File: src/rtl/mmio_reg_bank_pkg.sv
// mmio_pkg: shared types and helpers for the MMIO byte-register bank.
//   mmio_byte_t  - one register byte
//   mmio_mode_e  - per-register behaviour (read/write, read-only, sticky edge capture)
//   mmio_mode()  - derives a register's mode from the RW and sticky masks
//   MMIO_WINDOW  - size of the address window reserved for the bank
package mmio_pkg;

    localparam int MMIO_WINDOW = 256;

    typedef logic [7:0] mmio_byte_t;

    typedef enum logic [1:0] {
        MMIO_RW,
        MMIO_RO,
        MMIO_STICKY
    } mmio_mode_e;

    // The RW bit takes priority: a sticky bit on an RW register has no effect.
    function automatic mmio_mode_e mmio_mode(
        input logic [7:0]             idx,
        input logic [MMIO_WINDOW-1:0] rw_mask,
        input logic [MMIO_WINDOW-1:0] sticky_mask
    );
        if (rw_mask[idx]) begin
            return MMIO_RW;
        end
        if (sticky_mask[idx]) begin
            return MMIO_STICKY;
        end
        return MMIO_RO;
    endfunction

endpackage

File: src/rtl/mmio_reg_bank_if.sv
// mmio_reg_bank_if: CPU-side access bus of the MMIO register bank.
//   addr     - lane A byte address
//   wdata    - [7:0] lane A, [15:8] lane B write data
//   wr, rd   - write / read strobes
//   wide     - lane B active at addr+1
//   rdata    - registered read data, zero when idle (bus-ORable)
//   rd_valid - high the cycle after a read strobe
// Modports: master (CPU side), slave (register bank).
interface mmio_reg_bank_if #(
    parameter int ADDR_W = 15
);
    logic [ADDR_W-1:0] addr;
    logic [15:0]       wdata;
    logic              wr;
    logic              rd;
    logic              wide;
    logic [15:0]       rdata;
    logic              rd_valid;

    modport master (
        output addr, wdata, wr, rd, wide,
        input  rdata, rd_valid
    );

    modport slave (
        input  addr, wdata, wr, rd, wide,
        output rdata, rd_valid
    );
endinterface

File: src/rtl/mmio_reg_bank_byte_reg.sv
// mmio_byte_reg: storage for one byte register of the MMIO bank.
//   MODE = MMIO_RW     : loads wdata_i when we_i, resets to RESET_VALUE.
//   MODE = MMIO_RO     : follows ro_in_i through SYNC_STAGES synchroniser flops
//                        plus one value flop.
//   MODE = MMIO_STICKY : accumulates rising edges of the synchronised input;
//                        rd_clr_i clears the captured bits, but an edge landing
//                        on the same cycle is kept.
// Ports: clk, rst_n (async, active low), we_i, wdata_i, rd_clr_i, ro_in_i, q_o.
module mmio_byte_reg
    import mmio_pkg::*;
#(
    parameter mmio_mode_e MODE        = MMIO_RW,
    parameter mmio_byte_t RESET_VALUE = '0,
    parameter int         SYNC_STAGES = 2
) (
    input  logic       clk,
    input  logic       rst_n,
    input  logic       we_i,
    input  mmio_byte_t wdata_i,
    input  logic       rd_clr_i,
    input  mmio_byte_t ro_in_i,
    output mmio_byte_t q_o
);

    mmio_byte_t q_q;

    generate
        if (MODE == MMIO_RW) begin : g_rw
            logic unused_ro;
            assign unused_ro = ^{rd_clr_i, ro_in_i};

            always_ff @(posedge clk or negedge rst_n) begin
                if (!rst_n) begin
                    q_q <= RESET_VALUE;
                end else if (we_i) begin
                    q_q <= wdata_i;
                end
            end
        end else begin : g_ro
            logic unused_wr;
            mmio_byte_t sync_w;

            assign unused_wr = ^{we_i, wdata_i};

            if (SYNC_STAGES == 0) begin : g_nosync
                assign sync_w = ro_in_i;
            end else begin : g_sync
                mmio_byte_t [SYNC_STAGES-1:0] sync_q;

                always_ff @(posedge clk or negedge rst_n) begin
                    if (!rst_n) begin
                        sync_q <= '0;
                    end else begin
                        sync_q[0] <= ro_in_i;
                        for (int k = 1; k < SYNC_STAGES; k++) begin
                            sync_q[k] <= sync_q[k-1];
                        end
                    end
                end

                assign sync_w = sync_q[SYNC_STAGES-1];
            end

            if (MODE == MMIO_STICKY) begin : g_sticky
                mmio_byte_t sync_d_q;
                mmio_byte_t clr;
                mmio_byte_t q_d;

                assign clr = {8{rd_clr_i}};
                // Clear first, then OR in new edges, so a coincident edge survives.
                assign q_d = (q_q & ~clr) | (sync_w & ~sync_d_q);

                always_ff @(posedge clk or negedge rst_n) begin
                    if (!rst_n) begin
                        sync_d_q <= '0;
                        q_q      <= '0;
                    end else begin
                        sync_d_q <= sync_w;
                        q_q      <= q_d;
                    end
                end
            end else begin : g_plain
                logic unused_clr;
                assign unused_clr = rd_clr_i;

                always_ff @(posedge clk or negedge rst_n) begin
                    if (!rst_n) begin
                        q_q <= '0;
                    end else begin
                        q_q <= sync_w;
                    end
                end
            end
        end
    endgenerate

    assign q_o = q_q;

endmodule

File: src/rtl/mmio_reg_bank.sv
// mmio_reg_bank: NUM_REGS memory-mapped byte registers at BASE_ADDR with two
// byte lanes per access (lane A at addr, lane B at addr+1 when wide).
// Ports:
//   clk, reset     - system clock, asynchronous active-low reset
//   bus            - mmio_reg_bank_if.slave access bus
//   ro_in_i        - live inputs for read-only registers, byte i -> register i
//   reg_out_o      - current value of every register
//   wr_pulse_o     - one-cycle strobe after register i is written
//   err_clr_i/err_o- sticky access-error flag and its clear (only with MMIO_ERR_EN)
// Build option: define MMIO_ERR_EN to add the access-error flag.
module mmio_reg_bank
    import mmio_pkg::*;
#(
    parameter int                    ADDR_W      = 15,
    parameter logic [ADDR_W-1:0]     BASE_ADDR   = 15'h7F00,
    parameter int                    NUM_REGS    = 32,
    parameter logic [NUM_REGS-1:0]   RW_MASK     = 32'h0000_FFFF,
    parameter logic [NUM_REGS-1:0]   STICKY_MASK = '0,
    parameter logic [NUM_REGS*8-1:0] RESET_VALS  = '0,
    parameter int                    SYNC_STAGES = 2
) (
    input  logic                  clk,
    input  logic                  reset,
    mmio_reg_bank_if.slave        bus,
    input  logic [NUM_REGS*8-1:0] ro_in_i,
    output logic [NUM_REGS*8-1:0] reg_out_o,
    output logic [NUM_REGS-1:0]   wr_pulse_o
`ifdef MMIO_ERR_EN
    ,
    input  logic                  err_clr_i,
    output logic                  err_o
`endif
);

    localparam logic [ADDR_W:0] NUM_REGS_W = (ADDR_W+1)'(NUM_REGS);

    logic [ADDR_W-1:0]   addr_b;
    logic [ADDR_W:0]     off_a;
    logic [ADDR_W:0]     off_b;
    logic                hit_a;
    logic                hit_b;
    logic [NUM_REGS-1:0] sel_a_v;
    logic [NUM_REGS-1:0] sel_b_v;
    logic [NUM_REGS-1:0] we_v;
    logic [NUM_REGS-1:0] rd_clr_v;
    mmio_byte_t          q [NUM_REGS];

    logic [15:0]         rdata_d;
    logic [15:0]         rdata_q;
    logic                rd_valid_q;
    logic [NUM_REGS-1:0] wr_pulse_q;

    // Offsets are computed one bit wider so an address below BASE_ADDR shows
    // up as a negative (top bit set) offset rather than wrapping into range.
    assign addr_b = bus.addr + ADDR_W'(1);
    assign off_a  = {1'b0, bus.addr} - {1'b0, BASE_ADDR};
    assign off_b  = {1'b0, addr_b}   - {1'b0, BASE_ADDR};
    assign hit_a  = !off_a[ADDR_W] && (off_a < NUM_REGS_W);
    // Lane B wrapping past the top of the address space is always a miss.
    assign hit_b  = bus.wide && (bus.addr != '1) &&
                    !off_b[ADDR_W] && (off_b < NUM_REGS_W);

    generate
        for (genvar i = 0; i < NUM_REGS; i++) begin : g_reg
            localparam mmio_mode_e MODE =
                mmio_mode(8'(i), MMIO_WINDOW'(RW_MASK), MMIO_WINDOW'(STICKY_MASK));

            mmio_byte_t wbyte;

            assign sel_a_v[i]  = hit_a && (off_a == (ADDR_W+1)'(i));
            assign sel_b_v[i]  = hit_b && (off_b == (ADDR_W+1)'(i));
            assign we_v[i]     = bus.wr && (sel_a_v[i] || sel_b_v[i]) && (MODE == MMIO_RW);
            assign rd_clr_v[i] = bus.rd && (sel_a_v[i] || sel_b_v[i]);
            // Lanes never target the same register, so lane select is exclusive.
            assign wbyte       = sel_a_v[i] ? bus.wdata[7:0] : bus.wdata[15:8];

            mmio_byte_reg #(
                .MODE        (MODE),
                .RESET_VALUE (RESET_VALS[i*8 +: 8]),
                .SYNC_STAGES (SYNC_STAGES)
            ) u_byte_reg (
                .clk      (clk),
                .rst_n    (reset),
                .we_i     (we_v[i]),
                .wdata_i  (wbyte),
                .rd_clr_i (rd_clr_v[i]),
                .ro_in_i  (ro_in_i[i*8 +: 8]),
                .q_o      (q[i])
            );

            assign reg_out_o[i*8 +: 8] = q[i];
        end
    endgenerate

    // Read data is sampled from the pre-edge register values, so a read and a
    // write in the same cycle return the old contents.
    always_comb begin
        rdata_d = '0;
        for (int i = 0; i < NUM_REGS; i++) begin
            if (sel_a_v[i]) begin
                rdata_d[7:0] = rdata_d[7:0] | q[i];
            end
            if (sel_b_v[i]) begin
                rdata_d[15:8] = rdata_d[15:8] | q[i];
            end
        end
        if (!bus.rd) begin
            rdata_d = '0;
        end
    end

    always_ff @(posedge clk or negedge reset) begin
        if (!reset) begin
            rdata_q    <= '0;
            rd_valid_q <= 1'b0;
            wr_pulse_q <= '0;
        end else begin
            rdata_q    <= rdata_d;
            rd_valid_q <= bus.rd;
            wr_pulse_q <= we_v;
        end
    end

    assign bus.rdata    = rdata_q;
    assign bus.rd_valid = rd_valid_q;
    assign wr_pulse_o   = wr_pulse_q;

`ifdef MMIO_ERR_EN
    logic in_win;
    logic ro_hit;
    logic err_set;
    logic err_q;

    assign in_win  = !off_a[ADDR_W] && (off_a < (ADDR_W+1)'(MMIO_WINDOW));
    assign ro_hit  = |((sel_a_v | sel_b_v) & ~RW_MASK);
    assign err_set = in_win &&
                     ((bus.wr && ro_hit) ||
                      ((bus.rd || bus.wr) && (!hit_a || (bus.wide && !hit_b))));

    // Set has priority over clear.
    always_ff @(posedge clk or negedge reset) begin
        if (!reset) begin
            err_q <= 1'b0;
        end else if (err_set) begin
            err_q <= 1'b1;
        end else if (err_clr_i) begin
            err_q <= 1'b0;
        end
    end

    assign err_o = err_q;
`endif

endmodule

File: src/flat_wrapper.sv
// flat-port wrapper written by rule: the top's interface ports become plain ports
module mmio_reg_bank_flat import mmio_pkg::*;
#(
    parameter int                    ADDR_W      = 15,
    parameter logic [ADDR_W-1:0]     BASE_ADDR   = 15'h7F00,
    parameter int                    NUM_REGS    = 32,
    parameter logic [NUM_REGS-1:0]   RW_MASK     = 32'h0000_FFFF,
    parameter logic [NUM_REGS-1:0]   STICKY_MASK = '0,
    parameter logic [NUM_REGS*8-1:0] RESET_VALS  = '0,
    parameter int                    SYNC_STAGES = 2
)
  (clk, reset, ro_in_i, reg_out_o, wr_pulse_o, bus_addr, bus_wdata, bus_wr, bus_rd, bus_wide, bus_rdata, bus_rd_valid);
  mmio_reg_bank_if #(.ADDR_W(ADDR_W)) bus_i ();
  input  logic clk;
  input  logic reset;
  input  logic [NUM_REGS*8-1:0] ro_in_i;
  output logic [NUM_REGS*8-1:0] reg_out_o;
  output logic [NUM_REGS-1:0] wr_pulse_o;
  input wire logic [$bits(bus_i.addr)-1:0] bus_addr;
  input wire logic [$bits(bus_i.wdata)-1:0] bus_wdata;
  input wire logic [$bits(bus_i.wr)-1:0] bus_wr;
  input wire logic [$bits(bus_i.rd)-1:0] bus_rd;
  input wire logic [$bits(bus_i.wide)-1:0] bus_wide;
  output wire logic [$bits(bus_i.rdata)-1:0] bus_rdata;
  output wire logic [$bits(bus_i.rd_valid)-1:0] bus_rd_valid;
  assign bus_i.addr = bus_addr;
  assign bus_i.wdata = bus_wdata;
  assign bus_i.wr = bus_wr;
  assign bus_i.rd = bus_rd;
  assign bus_i.wide = bus_wide;
  assign bus_rdata = bus_i.rdata;
  assign bus_rd_valid = bus_i.rd_valid;
  mmio_reg_bank #(.ADDR_W(ADDR_W), .BASE_ADDR(BASE_ADDR), .NUM_REGS(NUM_REGS), .RW_MASK(RW_MASK), .STICKY_MASK(STICKY_MASK), .RESET_VALS(RESET_VALS), .SYNC_STAGES(SYNC_STAGES)) u_core (.clk(clk), .reset(reset), .bus(bus_i), .ro_in_i(ro_in_i), .reg_out_o(reg_out_o), .wr_pulse_o(wr_pulse_o));
endmodule
File: config.mk
export PLATFORM = sky130hd
export DESIGN_NAME = mmio_reg_bank_flat
export DESIGN_NICKNAME = d
export VERILOG_FILES = /design/src/rtl/mmio_reg_bank_pkg.sv /design/src/rtl/mmio_reg_bank_if.sv /design/src/rtl/mmio_reg_bank_byte_reg.sv /design/src/rtl/mmio_reg_bank.sv /design/src/flat_wrapper.sv
export SDC_FILE = /design/constraint.sdc
export NUM_CORES = 1
export LEC_CHECK = 0
export CORE_AREA = 3 3 233 235
export DETAILED_ROUTE_END_ITERATION = 7
export DIE_AREA = 0 0 236 238
export GPL_TIMING_DRIVEN = 1
export PLACE_DENSITY = 0.8
export SLEW_MARGIN = 20
export SYNTH_ARGS = -nofsm -noshare
export SYNTH_HDL_FRONTEND = slang
export SYNTH_SLANG_ARGS = --single-unit
File: constraint.sdc
create_clock -name clk -period 3.75 [get_ports clk]
set_clock_uncertainty 0.1 [all_clocks]
set_input_delay 0.5625 -clock clk [delete_from_list [all_inputs] [get_ports clk]]
set_output_delay 0.5625 -clock clk [all_outputs]
set_load 0.005 [all_outputs]
**After elaboration in Yosys (flattened, before gate mapping)**

Index checks and enable logic that the tools add are counted.

- Equality and inequality tests: 63
- Bitwise gates (word level): 62
- Mux-type cells: 81
- $lt $le $gt $ge: 2
- Reductions and logical operators: 104
- Add/sub/neg operators: 3

Operators by type and width:

| cell | count |
|---|---|
| $mux 8 | 80 |
| $eq 16x5->1 const B | 32 |
| $or 8x8->8 | 62 |
| $eq 16x4->1 const B | 16 |
| $eq 16x3->1 const B | 8 |
| $logic_and 1x1->1 | 84 |
| $eq 16x2->1 const B | 4 |
| $eq 16x1->1 const B | 2 |
| $logic_not 16->1 | 2 |
| $lt 16x6->1 const B | 2 |
| $sub 15x15->16 const B | 2 |
| $logic_or 1x1->1 | 16 |
| $mux 16 | 1 |
| $add 15x1->15 const B | 1 |
| $ne 15x15->1 const B | 1 |
| $logic_not 1->1 | 2 |

- Word-level logic and storage cells: 382
- Register bits: 545

**Longest topological paths before layout**

Gate-level depths: netlist of the first run.

- Word-level depth: 70
- Depth in mapped cells: 10

**By module**

From an unflattened synthesis of the first run, not the netlist that was laid out.

- Cells, all modules: 1,882
- Area total of the unflattened synthesis: 23,839.1 µm²

By module, submodules not included:

| module | seq. area each (µm²) | area an instance (µm²) | cells an instance | instances |
|---|---|---|---|---|
| mmio_byte_reg at u_core.g_reg[16].u_byte_reg ... | 600.6 | 600.6 | 24 | 16 |
| mmio_reg_bank | 825.8 | 8,924.8 | 1,226 | 1 |
| mmio_byte_reg at u_core.g_reg[0].u_byte_reg ... | 200.2 | 331.6 | 17 | 16 |

**Least setup slack after synthesis of the first run**

No wires, ideal clock.

- Path type: in2reg
- Start: input port bus_addr[4]
- End: register u_core.g_reg[1].u_byte_reg.q_q[0]
- Slack: 903 ps
- Stages: 7
- Library setup time: 125 ps
- Required time: 3,525 ps
- Arrival: 2,622 ps
- Path buffers: 2
- Cell sequence: buf_2 -> inv_1 -> nor4_2 -> a41oi_2 -> buf_2 -> o32ai_4 -> mux2_4

- Longest elaborated chain between the ends: 8

Ends and longest elaborated chain:

| item | line | text |
|---|---|---|
| from (decl) | flat_wrapper.sv:19 | `input wire logic [$bits(bus_i.addr)-1:0] bus_addr;` |
| parallel branches: the longest is 8 deep, another holds $sub 15x15->16 | -- |  |
| to (signal assigned) | mmio_reg_bank_byte_reg.sv:36 | `q_q <= wdata_i;` |
| to (decl) | mmio_reg_bank_byte_reg.sv:25 | `mmio_byte_t q_q;` |

Parallel ways; which one is timed is not known.
A chain may end at the register's enable or synchronous reset.

**Final worst setup path of the first run**

- Start: input port bus_addr[7]
- End: register u_core.rdata_q[9], in the netlist u_core.bus.rdata[9]

- Longest elaborated chain between the ends: 70

Ends and longest elaborated chain:

| item | line | text |
|---|---|---|
| parallel branches: the longest is 68 deep, another holds $sub 15x15->16 | -- |  |
| $mux 8 * | mmio_reg_bank.sv:103 | `if (sel_b_v[i]) begin` |
| $mux 16 * | mmio_reg_bank.sv:107 | `if (!bus.rd) begin` |
| via u_core.rdata_d[9] | mmio_reg_bank.sv:48 | `logic [15:0] rdata_d;` |
| to (signal assigned) | mmio_reg_bank.sv:118 | `rdata_q <= rdata_d;` |
| to (decl) | mmio_reg_bank.sv:49 | `logic [15:0] rdata_q;` |

Mark *: on every way through the listed nets, which the timed path passes.

==> results of run 1 <==
==> layout make-up <==
type | instances | area (um^2) | share of cell area [%]
flip-flops and latches | 545 | 13600 | 45.5
clock inverters | 22 | 325 | 1.09
repair buffers | 610 | 5890 | 19.7
multi-input cells | 1129 | 7710 | 25.8
clock buffers | 72 | 1500 | 5.01
well taps | 688 | 861 | 2.88
inverters | 6 | 22.5 | 0.0752
==> path summary, 6_finish.rpt <==
check | to | depth (start not counted) | start
worst min register to register | u_core.g_reg[28].u_byte_reg.g_ro.sync_w[5]$_DFF_PN0_ | 0 | u_core.g_reg[28].u_byte_reg.g_ro.g_sync.sync_q[5]$_DFF_PN0_
worst max register to register | u_core.bus.rdata[1]$_DFF_PN0_ | 8 | u_core.g_reg[28].u_byte_reg.q_o[1]$_DFF_PN0_
min in group asynchronous | u_core.g_reg[17].u_byte_reg.g_ro.g_sync.sync_q[5]$_DFF_PN0_ | 2 | reset
worst max-delay path | u_core.bus.rdata[9]$_DFF_PN0_ | 9 | bus_addr[7]
worst min-delay path | u_core.g_reg[28].u_byte_reg.g_ro.sync_w[5]$_DFF_PN0_ | 0 | u_core.g_reg[28].u_byte_reg.g_ro.g_sync.sync_q[5]$_DFF_PN0_
max in group asynchronous | u_core.g_reg[16].u_byte_reg.q_o[2]$_DFF_PN0_ | 4 | reset
==> power groups by stage <==
stage | Sequential, mW | Combinational (mW) | Clock [mW]
final | 6.25 | 1.03 | 5.55
after global placement | 6.34 | 0.990 | 0
after detailed placement | 6.35 | 1.00 | 0
after global routing | 6.27 | 1.08 | 5.87
after floorplan | 6.28 | 0.311 | 0
after CTS | 6.25 | 1.01 | 5.63
==> per-stage QoR <==
stage          hold WS (ns)  power [mW]  cell area [um^2]
5_1_grt               0.247        13.2             29900
3_5_place_dp          0.235        7.36             28100
2_1_floorplan         0.167        6.59             21900
6_report              0.236        12.8             29900
3_3_place_gp          0.231        7.33             28100
4_1_cts               0.237        12.9             29900
==> cells in the mapped netlist, types with 7 or more instances <==
cell type / n
sky130_fd_sc_hd__dfrtp_1: 545
sky130_fd_sc_hd__nand2_1: 390
sky130_fd_sc_hd__mux2_2: 153
sky130_fd_sc_hd__a22oi_1: 115
sky130_fd_sc_hd__clkbuf_1: 88
sky130_fd_sc_hd__nor2_1: 57
sky130_fd_sc_hd__nand3_1: 31
sky130_fd_sc_hd__nor3_1: 27
sky130_fd_sc_hd__mux2i_1: 26
sky130_fd_sc_hd__a22o_1: 24
sky130_fd_sc_hd__a222oi_1: 23
sky130_fd_sc_hd__a21oi_1: 20
sky130_fd_sc_hd__buf_4: 17
sky130_fd_sc_hd__o21ai_0: 17
sky130_fd_sc_hd__o21a_1: 16
sky130_fd_sc_hd__buf_2: 15
sky130_fd_sc_hd__nand4_1: 15
sky130_fd_sc_hd__a221oi_1: 13
sky130_fd_sc_hd__nor2b_1: 13
sky130_fd_sc_hd__and3_1: 11
sky130_fd_sc_hd__o22ai_1: 11
sky130_fd_sc_hd__o32ai_4: 11
sky130_fd_sc_hd__a31oi_1: 10
sky130_fd_sc_hd__and2_1: 9
sky130_fd_sc_hd__buf_1: 8
sky130_fd_sc_hd__mux2_4: 8
sky130_fd_sc_hd__o221ai_1: 8
sky130_fd_sc_hd__a32o_1: 7
sky130_fd_sc_hd__a32oi_1: 7
==> sequential cells by signal (all words and copies together) (netlist names) <==
name,count
u_core.g.u_byte_reg.g_ro.g_sync.sync_q,128
u_core.g.u_byte_reg.q_o,256
u_core.g.u_byte_reg.g_ro.sync_w,128
u_core.wr_pulse_o,16
u_core.bus.rd_valid,1
u_core.bus.rdata,16
==> layer usage <==
metal  share of wire (%)  routed length [um]
met1                  39               37800
met2                  47               45500
met3                 9.3                9050
met4                 4.5                4390
met5               0.071                  69
==> cell families (layout without fill, tap and decap cells) <==
logic type	Yosys count	in the layout	synth area share, %
flip-flops	545	545	62.6
buffers and inverters	135	710	2.74
other	1	16	0.0172
AND/OR/NAND/NOR	600	600	12.2
multiplexers	187	187	9.65
XOR/XNOR	2	2	0.0804
AO/OA/AOI/OAI	324	324	12.8
==> critical path: cells and delay by family <==
kind                   cells  cell delay, ns
AND/OR/NAND/NOR            3            1.08
buffers and inverters      3            0.85
AO/OA/AOI/OAI              3            0.93
==> cell usage in the layout (no fill, tap or decap), types with 13 or more instances in the layout <==
cell type	count
sky130_fd_sc_hd__dfrtp_1	545
sky130_fd_sc_hd__clkdlybuf4s50_1	447
sky130_fd_sc_hd__nand2_1	390
sky130_fd_sc_hd__mux2_2	153
sky130_fd_sc_hd__buf_4	142
sky130_fd_sc_hd__a22oi_1	115
sky130_fd_sc_hd__nor2_1	57
sky130_fd_sc_hd__clkbuf_16	54
sky130_fd_sc_hd__nand3_1	31
sky130_fd_sc_hd__nor3_1	27
sky130_fd_sc_hd__mux2i_1	26
sky130_fd_sc_hd__a22o_1	24
sky130_fd_sc_hd__a222oi_1	23
sky130_fd_sc_hd__a21oi_1	20
sky130_fd_sc_hd__o21ai_0	17
sky130_fd_sc_hd__o21a_1	16
sky130_fd_sc_hd__conb_1	16
sky130_fd_sc_hd__nand4_1	15
sky130_fd_sc_hd__buf_12	15
sky130_fd_sc_hd__nor2b_1	13
sky130_fd_sc_hd__a221oi_1	13
==> what timing repair did <==
item	in CTS	in global routing
hold buffers	1	0
setup endpoints to repair	0	0
endpoints found under the hold margin	88	0
==> impl_summary.md, run 1 <==
Floorplan
From left edge to right edge, the die measures 236 um. The number of placement rows is 84. The initial standard-cell utilization of the core is 41.6%. The floorplan step defined a die boundary enclosing 0.0562 mm^2. The chip height is 238 um.

The core box area is 0.0524 mm^2. The I/O pin count is 597.

Clock network
The insertion delay to the later sink of the worst-skew pair is 0.63 ns. The number of buffers on the longest clock path is 3. The cell at the root of the clock tree is sky130_fd_sc_hd__clkbuf_16.

Clock tree synthesis inserted a total of 54 buffers. After clock tree synthesis, the clock-pin slew on the worst setup and hold paths is 0.06 ns. The number of setup buffers added after CTS is 0.

The CTS tree is yes. CTS saw 545 sinks. In this run, post-CTS repair resized a total of 0 instances. The clock tree synthesis step divided the H-tree into 2 levels.

Critical path
The sort of element at the start of the critical path is an input port. The critical path's slowest cell is sky130_fd_sc_hd__nor4b_1. The endpoint type of the worst setup path is a flop.

The setup check on the worst reg-to-reg path leaves a slack of 1.04 ns. In this design, the critical path's most frequently occurring cell is sky130_fd_sc_hd__buf_4. For this run, the slowest stage of the critical path takes 0.56 ns. The arrival time of data at the critical path endpoint is 3.43 ns.

The biggest fanout along the worst timing path is 7. The kind of critical path is input port to flop. At the worst endpoint, the required time is 4.11 ns. The signal on the critical path passes through clkdlybuf4s50_1 > or3_1 > a2111oi_0 > a21oi_1 > nor4b_1 > buf_4 > nand2_1 > buf_4 > o221ai_1.

STA
Setup repair after global routing left no endpoint under its margin. The final-report setup violation count is 0. Headroom to the max-slew limit came out at 31.7%.

The final worst slack is 0.685 ns. Adding up every negative setup slack in the final design gives 0 ns. The slew at the pin closest to its max-slew limit is 1.02 ns. For this run, the top clock speed supported by timing is 0.326 GHz. The final-report hold violation count came to 0. After layout, the worst path uses 81.7% of the clock period. The count of final max-slew check failures is 0. Counting I/O delays and the setup requirement, the final critical path takes 3.07 ns.

Drt
In this run the remaining antenna-violating nets after routing total 0. The remaining design rule violation count is 0. The pre-antenna-repair detailed-routing pass consisted of 7 iterations. The detailed-route wire length per cell is 31.5 um. After detailed routing, the number of vias per cell comes to 5.96. The total number of vias is 18300.

The total detailed-routing wirelength is 96900 um. The detailed router finished its first iteration with 2232 violations.

Power
The leakage power figure is 13.1 nW. Of the total power, the share spent switching nets is 24.2%. The peak supply drop is 0.442 mV.

The share of total power dissipated in sequential elements is 48.8%. The clock network power share is 43.2%. The power per cell area is 428 mW/mm^2.

The part of the total power dissipated in combinational logic is 8.0%. The cell internal power dissipation is 9.72 mW. In this run the power spent charging and discharging nets is 3.11 mW.

GRT
Global routing used 54.9% of the available met2 tracks. The initial antenna violation count came to 0. In this run the most used layer during global routing was met2.

The pin count of the biggest net entering global routing is 105. Global routing consumed, on the met1 layer, 44.2% of the routing resources. The met3 demand-to-capacity share in global routing is 8.00%.

The via count of the first global-routing pass was 18500. Global routing finished with a remaining overflow of 0. The total global routing track utilization is 33.7%. The wire length of the first global-routing pass is 137000 um.

Layout
The share of layout cells above drive strength 1 is 18.7%. The layout overhead on the synthesized area is 37.3%. In the final design database the tool counted 2638 nets.

The number of fill cells in the layout is 4178. The core occupancy in the finished layout is 57.1%. The finished layout holds 3072 standard cells, fillers aside. The number of antenna repair diodes is 0.

Yosys
Counting every instance in the synthesized netlist gives 1794. In the post-synthesis netlist, the biggest area contributors are sky130_fd_sc_hd__dfrtp_1 63%, sky130_fd_sc_hd__mux2_2 7.9%, sky130_fd_sc_hd__nand2_1 6.7%. The fraction of synthesis flops using an asynchronous set or reset pin is 100%.

The synthesized design devotes to its leading area cell type 62.6% of total area. Synthesis inferred 545 register bits. The mapped cell area is 0.0218 mm^2. Averaged over all synthesized cells, the footprint is 12.2 um^2. The most used flip-flop cell after synthesis is sky130_fd_sc_hd__dfrtp_1.

The number of synthesized flops with an enable pin is 0. The distinct cell type count of the synthesized netlist is 72. Summing the sequential cell areas from Yosys gives 62.6% of the chip area. The cell taking the most area after synthesis is sky130_fd_sc_hd__dfrtp_1. The synthesis warning total is 0.

Min path
The path class of the tightest hold or removal check is flop to flop.

Placement
After legalization and detailed placement, the total HPWL measured 72700 um. The pre-CTS worst setup slack is 0.155 ns. The congestion estimate from routability-driven global placement came to 0.954. The count of buffers added on input and output ports is 452. The number of placed instances, taps included is 2977.

Run status
The flow ran to the end, and the final reports show no timing, DRC or antenna violations.

Job
The number of violations of the max-capacitance limit is 0.
Power figures use the tool's default switching activity.
==> run 2, diff against run 1 <==
Settings changed: CORE_AREA 3 3 233 235 to 3 3 234 236, DIE_AREA 0 0 236 238 to 0 0 237 239, PLACE_DENSITY 0.8 to 0.83.
Clock period 3.75 ns to 2.6 ns, I/O delays scaled along.
==> run 2 against run 1 <==
Net effect: via count up 5.5%; hold slack worse by 0.12 ns; critical endpoint is now u_core.bus.rdata[2]$_DFF_PN0_; sequential cell count unchanged.
==> impl_summary.md, run 2 (same netlist as run 1, synthesis figures left out) <==
Run status
The run finished with clean final reports.

Drt
The count of nets left with antenna violations after detail routing is 0 (unchanged). The remaining design rule violation count is 0 (unchanged). The detailed-route wire length per cell is 30.3 um (-3.9%). The detail-routed via count per cell was 5.86 (-1.6%). The iteration-0 DRC count of the detailed router was 2319 (+3.9%). The number of search-and-repair iterations in the first detailed-routing pass is 7 (unchanged). The total number of vias is 19300 (+5.5%). The total detailed-routing wirelength is 99800 um (+3.0%).

STA
Dividing the final minimum period by the clock period gives 98.8%. Based on the critical path, the design can be clocked at up to 0.389 GHz. The aggregate negative setup slack is 0 ns (unchanged). The minimum period implied by the final worst setup slack is 2.57 ns. The smallest hold slack was 0.114 ns (-0.122 ns). The final worst slack was 0.0313 ns (-0.653 ns).

The count of final max-slew check failures came to 0 (unchanged). The remaining max-slew budget at the tightest pin came to 38.7% (+7.0 points). The final-report setup violation count is 0 (unchanged). The slew at the pin closest to its max-slew limit came to 0.916 ns (-0.105 ns). Setup repair after global routing left no endpoint under its margin. The final-report hold violation count is 0 (unchanged).

Placement
The number of port buffers is 452 (unchanged). The placer congestion estimate is 1.00 (+4.9%). The pre-CTS worst setup slack is -0.812 ns (-0.967 ns). The placed wire-length estimate is 78000 um (+7.3%).

Clock network
The number of clock buffers inserted by TritonCTS is 53 (-1.9%). The CTS tree is yes. The clock sink total is 545 (unchanged).

The post-CTS setup buffer count is 0 (unchanged). In this run the clock root is driven by a sky130_fd_sc_hd__clkbuf_16. The clock-pin slew on the worst setup and hold paths came to 0.06 ns (about the same).

The number of buffers on the longest clock path is 3 (unchanged). The insertion delay to the later sink of the worst-skew pair came to 0.62 ns (about the same). The CTS H-tree depth came to 2 (unchanged).

Critical path
The largest delay contributor family on the critical path is buffers and inverters. STA classifies the critical path startpoint as an input port. The required time reported for the critical path endpoint is 2.98 ns (-1.13 ns). The worst reg-to-reg setup slack is 0.16 ns (-0.88 ns).

The biggest fanout along the worst timing path is 13 (+6). The kind of critical path is input port to flop. The slowest stage of the critical path is the sky130_fd_sc_hd__nor3_1 cell. Among the stages of the critical path, the cell type that occurs most often is sky130_fd_sc_hd__buf_4.

Traced cell by cell, the critical path runs through buf_2 > buf_4 > nor2b_1 > buf_4 > nand2_1 > nor3_1 > buf_4 > a22o_1 > a221oi_1 > a41oi_1. The endpoint type of the worst setup path is a flop. The arrival time of data at the critical path endpoint is 2.95 ns (-0.48 ns). The delay of the slowest cell on the worst path was 0.41 ns (-0.15 ns). The buffer and inverter count on the worst path was 4 (+1).

Layout
The share of layout cells above drive strength 1 is 26.1% (+7.3 points). The commonest non-fill, non-tap cell in the layout is sky130_fd_sc_hd__dfrtp_1. The top cell types in the final layout, fill and taps aside, are 545 x sky130_fd_sc_hd__dfrtp_1, 447 x sky130_fd_sc_hd__clkdlybuf4s50_1, 390 x sky130_fd_sc_hd__nand2_1. The layout overhead on the synthesized area is 45.5%. The number of fill cells in the layout is 4097 (-1.9%). The number of nets in the layout is 2856 (+8.3%). The flip-flop count of the largest register, all copies and words added is 256 (unchanged).

Power
The sequential cell fraction of total power came to 48.9% (about the same). The power per cell area is 581 mW/mm^2 (+36%). The proportion of total power due to net switching was 24.4% (+0.20 points). The leakage power figure was 14.2 nW (+8.6%). The clock network power share was 42.1% (-1.1 points). The peak supply drop is 0.643 mV (+45%).

The part of the total power dissipated in combinational logic is 9.0% (+1.0 points). The switching power was 4.50 mW (+45%). The cell internal power dissipation was 13.9 mW (+43%).

GRT
The total global routing track utilization came to 34.5% (+0.82 points). The wire length of the first global-routing pass is 141000 um (+3.4%). The pin count of the biggest net entering global routing came to 101 (-3.8%). The via count of the first global-routing pass came to 19600 (+5.7%). The total grt overflow is 0 (unchanged). The initial antenna violation count is 2 (+2).

Floorplan
The chip height came to 239 um (+0.42%). The number of placement rows came to 84 (unchanged). The initial standard-cell utilization of the core is 41.4% (-0.17 points).

The horizontal die dimension came to 237 um (+0.42%). The core box area is 0.0527 mm^2 (+0.40%). The floorplan die area is 0.0566 mm^2 (+0.85%). The I/O pin count is 597 (unchanged).

Job
The number of violations of the max-capacitance limit was 0 (unchanged).

Min path
The class of the most critical hold timing path is input port to flop.
run 2: path summary, 6_finish.rpt:
kind	from	end	cells past startpoint
setup / recovery	bus_addr[1]	u_core.bus.rdata[2]$_DFF_PN0_	10
hold / removal	ro_in_i[187]	u_core.g_reg[23].u_byte_reg.g_ro.g_sync.sync_q[3]$_DFF_PN0_	1
setup reg to reg	u_core.g_reg[28].u_byte_reg.q_o[1]$_DFF_PN0_	u_core.bus.rdata[1]$_DFF_PN0_	7
hold reg to reg	u_core.g_reg[26].u_byte_reg.g_ro.sync_w[6]$_DFF_PN0_	u_core.g_reg[26].u_byte_reg.q_o[6]$_DFF_PN0_	0
max in group asynchronous	reset	u_core.g_reg[17].u_byte_reg.g_ro.g_sync.sync_q[1]$_DFF_PN0_	4
min in group asynchronous	reset	u_core.g_reg[29].u_byte_reg.g_ro.g_sync.sync_q[3]$_DFF_PN0_	2
run 2: timing repair:
| item | 4_1_cts | 5_1_grt |
|---|---|---|
| pin swaps | 0 | 3 |
| endpoints found under the setup margin | 7 | 17 |
| hold buffers | 1 | 0 |
| gates resized for setup | 7 | 13 |
| endpoints found under the hold margin | 61 | 0 |
run 2: metrics by stage:
stage,cell area (um^2),power [mW],util (%),cells
floorplan,21900,9.50,-,1809
global placement,29900,10.7,56.7,3196
detailed placement,29900,10.8,56.7,3196
CTS,31700,18.5,60.1,3294
global route,31700,19.0,60.3,3295
finish,31700,18.4,60.3,3295
run 2: layout make-up:
type / instances / area (um^2) / share of cell area, %
clock buffers: 74 / 1500 / 4.71
flip-flops and latches: 545 / 13600 / 43.0
clock inverters: 23 / 254 / 0.801
inverters: 6 / 22.5 / 0.0710
well taps: 688 / 861 / 2.71
repair buffers: 829 / 7670 / 24.2
multi-input cells: 1129 / 7790 / 24.6
diodes: 1 / 2.50 / 0.00789
run 2: power by group through the flow:
stage          logic, mW  clock network (mW)  registers (mW)
6_report            1.66                7.75            9.02
5_1_grt             1.75                8.20            9.03
4_1_cts             1.63                7.84            9.02
3_5_place_dp        1.62                   0            9.17
2_1_floorplan      0.449                   0            9.05
3_3_place_gp        1.59                   0            9.15
run 2: routing by layer:
metal / part of all wire, % / GRT usage, % / vias to the layer above
li1: - / - / 7972
met1: 38 / 45.0 / 9618
met2: 46 / 55.6 / 1412
met3: 10 / 8.28 / 314
met4: 5.3 / 14.5 / 2
met5: 0.013 / 0 / -
==> run 3, diff against run 2 <==
Settings changed: CORE_AREA 3 3 234 236 to 3 3 231 233, DIE_AREA 0 0 237 239 to 0 0 234 236, MAX_ROUTING_LAYER set to met4, PLACE_DENSITY 0.83 to 0.81.
Clock period 2.6 ns to 2.5 ns, I/O delays scaled along.
==> run 3 against run 2 <==
Net effect: the run now ends with design-rule violations left; via count increased by 1.3%; sequential share of layout area fell by 0.62 points; die area decreased by 2.5%; critical path depth down 2; count of clock-buffer cells in the layout up 3; global-route usage rose by 2.7 points; non-clock buffer count is 21 higher; total power grew 5.0%; sequential power grew 4.0%; critical endpoint is now u_core.bus.rdata[1]$_DFF_PN0_; largest power group unchanged.
==> impl_summary.md, run 3 (same netlist as run 1, synthesis figures left out) <==
STA
The remaining max-slew budget at the tightest pin is 56.4% (+18 points). The final-report hold violation count is 0 (unchanged). The minimum period implied by the final worst setup slack is 2.47 ns. The final critical path takes up 98.9% of the cycle.

The final-report setup violation count is 0 (unchanged). Timing would allow up to 0.404 GHz. The count of final max-slew check failures is 0 (unchanged). The final worst slack is 0.0278 ns (-0.00355 ns). The slew at the pin closest to its max-slew limit is 0.653 ns (-0.263 ns).

Placement
The number of port buffers came to 452 (unchanged). The placer congestion estimate is 1.02 (+2.1%). The standard cell area after detailed placement is 0.0302 mm^2 (+1.0%).

The pre-CTS worst setup slack was -0.696 ns (+0.116 ns). The placed wire-length estimate came to 77900 um (-0.14%). The number of placed instances, taps included is 3205 (+0.28%).

Clock network
The CTS H-tree depth is 2 (unchanged). The insertion delay to the later sink of the worst-skew pair is 0.62 ns (about the same). The number of buffers on the longest clock path is 3 (unchanged). The clock sink total is 545 (unchanged). The cell at the root of the clock tree is sky130_fd_sc_hd__clkbuf_16. The clock-pin slew on the worst setup and hold paths was 0.06 ns (about the same). The number of clock buffers inserted by TritonCTS came to 53 (unchanged). The CTS tree is yes.

Floorplan
The I/O pin count is 597 (unchanged). The initial standard-cell utilization of the core is 42.4% (+1.0 points). The horizontal die dimension is 234 um (-1.3%). The core box area is 0.0514 mm^2 (-2.4%).

The floorplan die area is 0.0552 mm^2 (-2.5%). The chip height is 236 um (-1.3%). The number of placement rows is 83 (-1.2%).

Job
The number of violations of the max-capacitance limit is 0 (unchanged).

Critical path
The arrival time of data at the critical path endpoint came to 2.83 ns (-0.12 ns). The biggest fanout along the worst timing path came to 10 (-3). The required time reported for the critical path endpoint is 2.86 ns (-0.12 ns). The worst setup path is of the input port to flop kind. In this run the critical register-to-register path is launched from u_core.g_reg[28].u_byte_reg.q_o[1]$_DFF_PN0_.

The worst register-to-register path ends at u_core.bus.rdata[1]$_DFF_PN0_. STA classifies the critical path endpoint as a flop. The critical path's slowest cell is sky130_fd_sc_hd__or3b_2.

The most repeated library cell on the critical path is sky130_fd_sc_hd__buf_4. The depth of the worst register-to-register path is 6 (-1). The worst reg-to-reg setup slack is 0.15 ns (about the same). Walking the worst path, the cells encountered are buf_2 > buf_4 > or3b_2 > nor2_1 > buf_4 > a22oi_1 > a31o_2 > a41oi_1. The sort of element at the start of the critical path is an input port. The delay of the slowest cell on the worst path is 0.54 ns (+0.13 ns).

GRT
The initial antenna violation count is 3 (+1). The via count of the first global-routing pass came to 19900 (+1.6%). The total global routing track utilization is 37.2% (+2.7 points). The wire length of the first global-routing pass was 143000 um (+1.1%). The total grt overflow is 0 (unchanged). The pin count of the biggest net entering global routing is 92 (-8.9%).

Min path
The number of cells traversed by the worst hold path is 1 (unchanged). The path with the worst hold slack has its endpoint at u_core.g_reg[26].u_byte_reg.g_ro.g_sync.sync_q[6]$_DFF_PN0_. The min-delay analysis places its worst path in the category input port to flop. The startpoint identified for the worst hold timing path is ro_in_i[214].

Power
The power per cell area is 601 mW/mm^2 (+3.5%). The peak supply drop was 0.895 mV (+39%). The leakage power figure is 14.4 nW (+1.7%).

Layout
The number of cells in the finished layout apart from fillers is 3312 (+0.52%). The flip-flop count of the largest register, all copies and words added came to 256 (unchanged). The commonest non-fill, non-tap cell in the layout is sky130_fd_sc_hd__dfrtp_1. The number of nets in the layout is 2877 (+0.74%). The number of fill cells in the layout came to 3888 (-5.1%). The top cell types in the final layout, fill and taps aside, are 545 x sky130_fd_sc_hd__dfrtp_1, 443 x sky130_fd_sc_hd__clkdlybuf4s50_1, 389 x sky130_fd_sc_hd__nand2_1. The combined area of the multi-input logic cells was 0.00783 mm^2 (+0.50%). The core occupancy in the finished layout is 62.6% (+2.4 points).

The area taken by flip-flops and latches was 0.0136 mm^2 (unchanged). The summed area of non-filler cells in the final layout is 0.0322 mm^2 (+1.5%). The layout overhead on the synthesized area is 47.7%. The share of layout cells above drive strength 1 was 26.7% (+0.65 points).

Drt
The total number of vias is 19600 (+1.3%). The iteration-0 DRC count of the detailed router is 2231 (-3.8%). The detailed-route wire length per cell was 30.6 um (+0.87%). The count of nets left with antenna violations after detail routing is 0 (unchanged). The number of search-and-repair iterations in the first detailed-routing pass is 8 (+1). The remaining design rule violation count was 4 (+4).

The total detailed-routing wirelength came to 101000 um (+1.4%). The detail-routed via count per cell came to 5.91 (+0.82%).

Run status
The checks that failed: design-rule violations. The flow ran to the end, but the final reports show violations.
==> run 3: per-layer routing <==
layer	wire length (um)	share of wire [%]	up-vias	GRT usage (%)
li1	-	-	8010	-
met1	39200	39	9823	47.4
met2	47000	46	1415	57.4
met3	9480	9.4	328	7.92
met4	5490	5.4	0	16.6
met5	0	0	-	-
==> run 3: through the flow <==
step / hold WS (ns) / setup TNS, ns / total power [mW]
after floorplan: -0.0206 / -1.41 / 9.89
after global placement: 0.231 / -85.00 / 11.2
after detailed placement: 0.235 / -93.89 / 11.2
after CTS: 0.0694 / 0 / 19.5
after global routing: 0.0770 / -0.121 / 19.9
final: 0.0978 / 0 / 19.4
==> run 3: what timing repair did <==
action	4_1_cts	5_1_grt
setup buffers	1	2
hold buffers	1	0
gates resized for setup	2	26
pin swaps	1	9
endpoints found under the setup margin	53	116
endpoints found under the hold margin	50	0
gates cloned	0	1
==> run 3: area by class of cell <==
| type | count | area share (%) |
|---|---|---|
| flip-flops and latches | 545 | 42.4 |
| repair buffers | 850 | 25.0 |
| multi-input cells | 1129 | 24.3 |
| clock buffers | 77 | 4.80 |
| well taps | 680 | 2.64 |
| clock inverters | 18 | 0.766 |
| inverters | 6 | 0.0699 |
| diodes | 7 | 0.0544 |
==> run 3: how the worst max path moves through the flow <==
| stage | start | to | slack, ns | cells after the start |
|---|---|---|---|---|
| floorplan | bus_addr[4] | u_core.g_reg[1].u_byte_reg.q_o[0]$_DFFE_PN0P_ | -0.02 | 7 |
| global placement | bus_addr[7] | u_core.bus.rdata[9]$_DFF_PN0_ | -0.63 | 9 |
| detailed placement | bus_addr[13] | u_core.g_reg[14].u_byte_reg.q_o[0]$_DFFE_PN0P_ | -0.70 | 7 |
| CTS | bus_addr[13] | u_core.g_reg[6].u_byte_reg.q_o[5]$_DFFE_PN0P_ | 0.03 | 9 |
| global route | bus_addr[7] | u_core.bus.rdata[14]$_DFF_PN0_ | -0.03 | 8 |
| finish | bus_addr[1] | u_core.bus.rdata[1]$_DFF_PN0_ | 0.03 | 8 |
==> run 3: power by group <==
part | switching [mW] | total [mW] | leakage (nW) | internal [mW]
logic | 0.918 | 1.75 | 6.82 | 0.834
registers | 0.246 | 9.38 | 6.72 | 9.14
clock network | 3.49 | 8.22 | 0.878 | 4.72
==> run 3: critical path, delay by kind of cell <==
kind	cells	cell delay (ns)
AOI/OAI and AO/OA	3	0.81
buffers and inverters	3	0.68
and+or+nand+nor	2	0.96
